`config.mk`:
```
export PLATFORM = sky130hd
export DESIGN_NAME = serial_word_receiver
export DESIGN_NICKNAME = d
export VERILOG_FILES = /design/src/rtl/serial_link_pkg.sv /design/src/rtl/word_fifo.sv /design/src/rtl/serial_word_receiver.sv
export SDC_FILE = /design/constraint.sdc
export NUM_CORES = 1
export LEC_CHECK = 0
export ABC_CLOCK_PERIOD_IN_PS = 7100
export BUFFER_PORTS_ARGS = -buffer_cell sky130_fd_sc_hd__buf_2
export CORE_MARGIN = 2
export CORE_UTILIZATION = 45
export CTS_CLUSTER_SIZE = 25
export DETAILED_ROUTE_END_ITERATION = 12
export HOLD_SLACK_MARGIN = 0.06
export SLEW_MARGIN = 25
export SYNTH_ARGS = -nofsm -noshare
export SYNTH_HDL_FRONTEND = slang
export SYNTH_HIERARCHICAL = 1
export SYNTH_SLANG_ARGS = --single-unit
```
`constraint.sdc`:
```
create_clock -name clock -period 7.1 [get_ports clock]
set_input_delay 0.71 -clock clock [delete_from_list [all_inputs] [get_ports clock]]
set_output_delay 0.71 -clock clock [all_outputs]
set_load 0.01 [all_outputs]
```
`src/rtl/serial_link_pkg.sv`:
```
// Shared definitions for the bit-serial word link (sender and receiver sides).
// Holds the receiver state encoding, default link geometry and the word type.
package serial_link_pkg;

  localparam int SL_WORD_SIZE = 27;
  localparam int SL_NUM_WORDS = 4;

  typedef logic [SL_WORD_SIZE-1:0] word_t;

  typedef enum logic {
    RX_IDLE,
    RX_SHIFT
  } rx_state_t;

endpackage

```
`src/rtl/word_fifo.sv`:
```
// Synchronous FIFO with a registered head word; a push that would overfill is
// accepted only when a pop frees a slot on the same edge.
module word_fifo #(
  parameter int WIDTH = 27,
  parameter int DEPTH = 4
) (
  input  logic                   clock,
  input  logic                   reset,
  input  logic                   push,
  input  logic                   pop,
  input  logic [WIDTH-1:0]       din,
  output logic [WIDTH-1:0]       dout,
  output logic                   full,
  output logic                   empty,
  output logic [$clog2(DEPTH):0] count
);

  localparam int AW = $clog2(DEPTH);
  localparam logic [AW:0] FULL_CNT = (AW+1)'(DEPTH);

  logic [WIDTH-1:0] mem [DEPTH];
  logic [AW-1:0]    wr_ptr;
  logic [AW-1:0]    rd_ptr;
  logic [AW-1:0]    rd_next;
  logic             push_acc;
  logic             pop_acc;

  assign full     = (count == FULL_CNT);
  assign empty    = (count == '0);
  assign pop_acc  = pop & ~empty;
  assign push_acc = push & (~full | pop_acc);
  assign rd_next  = pop_acc ? rd_ptr + AW'(1) : rd_ptr;

  always_ff @(posedge clock) begin
    if (push_acc) mem[wr_ptr] <= din;
  end

  // Head register: when the new head is the slot being written this edge, take din directly.
  always_ff @(posedge clock) begin
    if (reset) begin
      wr_ptr <= '0;
      rd_ptr <= '0;
      count  <= '0;
      dout   <= '0;
    end else begin
      if (push_acc) wr_ptr <= wr_ptr + AW'(1);
      rd_ptr <= rd_next;
      case ({push_acc, pop_acc})
        2'b10:   count <= count + 1'b1;
        2'b01:   count <= count - 1'b1;
        default: count <= count;
      endcase
      dout <= (push_acc && (rd_next == wr_ptr)) ? din : mem[rd_next];
    end
  end

endmodule

```
`src/rtl/serial_word_receiver.sv`:
```
// Frame-aligned MSB-first deserialiser feeding a valid/ready output FIFO.
// Optional per-word even-parity check enabled by SERIAL_RX_PARITY_CHECK_EN.
module serial_word_receiver
  import serial_link_pkg::*;
#(
  parameter int WORD_SIZE = SL_WORD_SIZE,
  parameter int NUM_WORDS = SL_NUM_WORDS,
  parameter int DEPTH     = 4
) (
  input  logic                   clock,
  input  logic                   reset,
  input  logic                   serialIn,
  input  logic                   start,
  output logic                   busy,
  output logic                   msg_done,
  output logic [WORD_SIZE-1:0]   out_data,
  output logic                   out_valid,
  input  logic                   out_ready,
  output logic                   out_perr,
  output logic                   overflow,
  output logic [$clog2(DEPTH):0] fifo_count
);

  localparam int BCW = $clog2(WORD_SIZE);
  localparam int WCW = $clog2(NUM_WORDS + 1);
  localparam logic [BCW-1:0] BIT_LAST  = BCW'(WORD_SIZE - 1);
  localparam logic [WCW-1:0] WORD_LAST = WCW'(NUM_WORDS - 1);
`ifdef SERIAL_RX_PARITY_CHECK_EN
  localparam int FW = WORD_SIZE + 1;
`else
  localparam int FW = WORD_SIZE;
`endif

  rx_state_t            state_q;
  rx_state_t            state_d;
  logic [BCW-1:0]       bit_cnt;
  logic [WCW-1:0]       word_cnt;
  logic [WORD_SIZE-2:0] shreg;
  logic [WORD_SIZE-1:0] word_in;
  logic                 word_end;
  logic                 last_word;
  logic                 pop;
  logic                 fifo_full;
  logic                 fifo_empty;
  logic [FW-1:0]        fifo_din;
  logic [FW-1:0]        fifo_dout;

  assign word_in   = {shreg, serialIn};
  assign word_end  = (state_q == RX_SHIFT) && (bit_cnt == '0);
  assign last_word = word_end && (word_cnt == WORD_LAST);
  assign pop       = out_valid & out_ready;
  assign busy      = (state_q == RX_SHIFT);
  assign out_valid = ~fifo_empty;
  assign out_data  = fifo_dout[WORD_SIZE-1:0];

`ifdef SERIAL_RX_PARITY_CHECK_EN
  assign fifo_din = {^word_in, word_in};
  assign out_perr = fifo_dout[FW-1];
`else
  assign fifo_din = word_in;
  assign out_perr = 1'b0;
`endif

  always_comb begin
    state_d = state_q;
    case (state_q)
      RX_IDLE:  if (start) state_d = RX_SHIFT;
      RX_SHIFT: if (last_word) state_d = RX_IDLE;
      default:  state_d = RX_IDLE;
    endcase
  end

  always_ff @(posedge clock) begin
    if (reset) begin
      state_q  <= RX_IDLE;
      bit_cnt  <= BIT_LAST;
      word_cnt <= '0;
      msg_done <= 1'b0;
      overflow <= 1'b0;
    end else begin
      state_q  <= state_d;
      msg_done <= last_word;
      if (state_q == RX_SHIFT) begin
        bit_cnt <= word_end ? BIT_LAST : bit_cnt - 1'b1;
        if (word_end) word_cnt <= last_word ? '0 : word_cnt + 1'b1;
      end
      // A new message clears the sticky drop flag; a word with nowhere to go sets it.
      if (state_q == RX_IDLE && start) overflow <= 1'b0;
      else if (word_end && fifo_full && !pop) overflow <= 1'b1;
    end
  end

  always_ff @(posedge clock) begin
    if (state_q == RX_SHIFT) shreg <= word_in[WORD_SIZE-2:0];
  end

  word_fifo #(
    .WIDTH (FW),
    .DEPTH (DEPTH)
  ) u_fifo (
    .clock (clock),
    .reset (reset),
    .push  (word_end),
    .pop   (pop),
    .din   (fifo_din),
    .dout  (fifo_dout),
    .full  (fifo_full),
    .empty (fifo_empty),
    .count (fifo_count)
  );

endmodule

```
==> flow_metrics.tcl <==
set metrics [dict create \
    pin_count 40 \
    startpoint "u_fifo/count[1]$_SDFFE_PP0P_" \
    fp.coreArea_um2 17200 \
    initial_core_util_pct 45.6 \
    finalSetupTns_ns 0 \
    crit_type "reg -> reg" \
    cp.buffers_inverters 5 \
    synth_edf_count 134 \
    first_global_vias 4815 \
    cts-htree-levels 4 \
    drv_slew 0 \
    clock-root-buffer "clkbuf_16" \
    drt-vias-per-instance 5.78 \
    status "finished, final reports clean" \
    peakVddDrop_v 0.000145 \
    numPortBuffers 38 \
    endpoint_kind "flop" \
    period_needed_ns 3.89 \
    cp_slowest_stage_delay_ns 0.65 \
    synth_area_leaders "edfxtp_1 51%, dfxtp_1 12%, mux2i_1 10%" \
    fill_cells 1455 \
    grt_overflow_total 0 \
    drive_above_1_share_pct 17.8 \
    ys_seq_area_share_pct 62.9 \
    cts_resized 0 \
    diodes 0 \
    synth_area_per_cell_um2 13.5 \
    cap_violations 0 \
    cp.depth 13 \
    ys.flop_type "edfxtp_1" \
    syn_nets 593 \
    grt_pass1_wl_um 25800 \
    rsz0062_at_grt "false" \
    clock_path_buffers 2 \
    yosys.area.top_type "edfxtp_1" \
    num_rows 48 \
    num_vias 4851 \
    crit_required_ns 7.35 \
    post-route-cell-area_um2 8780 \
    wl_um 16200 \
    hold_class "reg -> reg" \
    ctsHoldBuffers 0 \
    max_slew_margin_pct 33.7 \
    hpwl_um 8820 \
    final_hold_viol_count 0 \
    post-route-drc-count 0 \
    worstReg2RegStart "u_fifo/count[1]$_SDFFE_PP0P_" \
    clk_pin_slew_ns 0.06 \
    hp-start "word_cnt[2]$_SDFFE_PP0P_" \
    crit_arrival_ns 4.15 \
    die_w_um 136 \
    ys_ff_latch 179 \
    skew_ns 0.00938 \
    finalSetupViolCount 0 \
    firstDrtPassIters 4 \
    fmax_mhz 257 \
    dieHeight_um 136 \
    cts_sinks 179 \
    syn_inst 581 \
    min_path_cells 2 \
    place_congestion 0.772 \
    place_area_um2 8150 \
    async_flop_share_pct 0 \
    cpLargestDelayFamily "buffers and inverters" \
    wire_per_inst_um 19.3 \
    track_usage_pct 18.6 \
    startpoint_type "flop" \
    first_iter_violations 328 \
    cpMaxStageDelayCell "buf_6" \
    post_cts_buffers 0 \
    grt_max_degree 87 \
    powerDensity_nw_per_um2 239 \
    insertion_delay_ns 0.42 \
    min_period_over_period_pct 54.8 \
    ant_nets 0 \
    yosys_warnings 6 \
    synthToLayoutAreaGrowth_pct 12.2 \
    syn_area_um2 7830 \
    reg2reg_depth 13 \
    antenna_found_initial 0 \
    cts_tree "built" \
    die-area_um2 18500 \
    worst_slew_pin_slew_ns 0.995 \
    nets 613 \
    cts_buffers 17 \
    crit_chain "inv_1, nand2_1, nor2_1, nand2b_1, inv_1, o31ai_4, buf_6, nor4b_2, a211oi_4, buf_4, nand2b_1, buf_4, a211oi_1" \
    p_leak_uw 0.00319 \
    crit_fanout 80 \
    synth_cell_types 50 \
    synth_top_area_share_pct 51.4 \
]
==> through the flow <==
step | power (µW) | instances | utilization (%) | setup slack (ns) | hold slack [ns]
CTS | 2120 | 838 | 51.0 | 3.16 | 0.462
detailed placement | 1210 | 806 | 47.5 | 3.18 | 0.447
floorplan | 1190 | 581 | - | 3.82 | 0.427
global route | 2170 | 839 | 51.1 | 2.85 | 0.485
finish | 2100 | 839 | 51.1 | 3.21 | 0.461
global placement | 1210 | 806 | 47.5 | 3.15 | 0.438
==> synthesized netlist by cell type (4+ instances only) <==
master    number
nor3_1        56
a21oi_1        4
nor2_1        13
dfxtp_1       45
mux2i_1       79
inv_1         15
buf_6          5
a211oi_2      15
buf_2         15
nand2b_1       4
xor2_1         4
o21ai_0       32
nand2_1       13
xnor2_1        4
nand3_1        6
edfxtp_1     134
nor3b_1       26
a211oi_1      14
o221ai_1      25
ha_1           6
and2_1         6
clkbuf_1      22
==> worst paths after layout <==
| path | endpoint | slack [ns] |
|---|---|---|
| worst min-delay path | word_cnt[2]$_SDFFE_PP0P_ | 0.46 |
| worst min register to register | word_cnt[2]$_SDFFE_PP0P_ | 0.46 |
| worst max-delay path | u_fifo/dout[1]$_SDFF_PP0_ | 3.21 |
| worst max register to register | u_fifo/dout[1]$_SDFF_PP0_ | 3.21 |
==> layout by cell type (no fill, tap or decap), types with 2 or more instances in the layout <==
| master | instances |
|---|---|
| nand4_1 | 2 |
| nand3_1 | 6 |
| clkinv_4 | 4 |
| or3_1 | 2 |
| a211oi_2 | 15 |
| buf_4 | 9 |
| xor2_1 | 4 |
| and2_2 | 2 |
| xnor2_1 | 4 |
| and2_1 | 4 |
| mux2i_1 | 79 |
| nor2_1 | 13 |
| nand2_1 | 13 |
| a211oi_1 | 14 |
| and3_1 | 3 |
| dfxtp_1 | 44 |
| ha_1 | 6 |
| clkinv_2 | 2 |
| nor3_1 | 56 |
| o31ai_1 | 2 |
| nand2b_1 | 4 |
| edfxtp_1 | 134 |
| o221ai_1 | 25 |
| clkbuf_8 | 5 |
| inv_1 | 15 |
| nor3b_1 | 26 |
| o21ai_0 | 32 |
| buf_2 | 38 |
| a21oi_1 | 4 |
| clkbuf_16 | 19 |
==> where the power goes <==
group          total (µW)  switching, µW  internal [µW]
clock                 913            374            539
combinational        29.5           19.6           9.89
sequential           1150           15.3           1140
==> worst reg2reg max path: stages, from the launching register on <==
cell and delay (ns):
dfxtp_1 0.39, inv_1 0.15, nand2_1 0.15, nor2_1 0.14
nand2b_1 0.14, inv_1 0.15, o31ai_4 0.10, buf_6 0.65
nor4b_2 0.26, a211oi_4 0.18, buf_4 0.35, nand2b_1 0.54
buf_4 0.39, a211oi_1 0.14
==> cell families (layout without fill, tap and decap cells) <==
| group | count (synthesis) | count (layout) | synth area share [%] |
|---|---|---|---|
| fa+ha+maj | 7 | 7 | 1.21 |
| compound gates | 104 | 104 | 10.4 |
| mux | 79 | 79 | 10.1 |
| other cells | 1 | 1 | 0.0479 |
| flops | 179 | 179 | 62.9 |
| buf+inv | 63 | 96 | 3.88 |
| xor+xnor | 9 | 9 | 1.10 |
| simple gates | 139 | 139 | 10.3 |
==> sequential cells by signal, summed over array words and instances (netlist names), 2 cells and up <==
| register | flops |
|---|---|
| u_fifo/wr_ptr | 2 |
| word_cnt | 3 |
| u_fifo/dout | 27 |
| shreg | 26 |
| u_fifo/rd_ptr | 2 |
| u_fifo/count | 3 |
| u_fifo/mem | 108 |
| bit_cnt | 5 |
==> routing by layer <==
layer / up-vias / wire length [µm] / global-route usage (%)
met3: 27 / 537 / 3.80
met1: 2462 / 7540 / 25.1
met4: 0 / 311 / 6.77
met2: 89 / 7770 / 29.7
met5: - / 0 / 0
li1: 2273 / - / -
==> cell type report <==
| cell class | instances | area, µm² | area share (%) |
|---|---|---|---|
| Clock buffer | 24 | 544 | 6.20 |
| Clock inverter | 8 | 61.3 | 0.698 |
| Inverter | 15 | 56.3 | 0.641 |
| Multi-Input combinational cell | 339 | 2620 | 29.8 |
| Sequential cell | 179 | 4930 | 56.1 |
| Tap cell | 225 | 282 | 3.21 |
| Timing Repair Buffer | 49 | 289 | 3.29 |
Note: power is estimated with default switching activity, not from simulation.
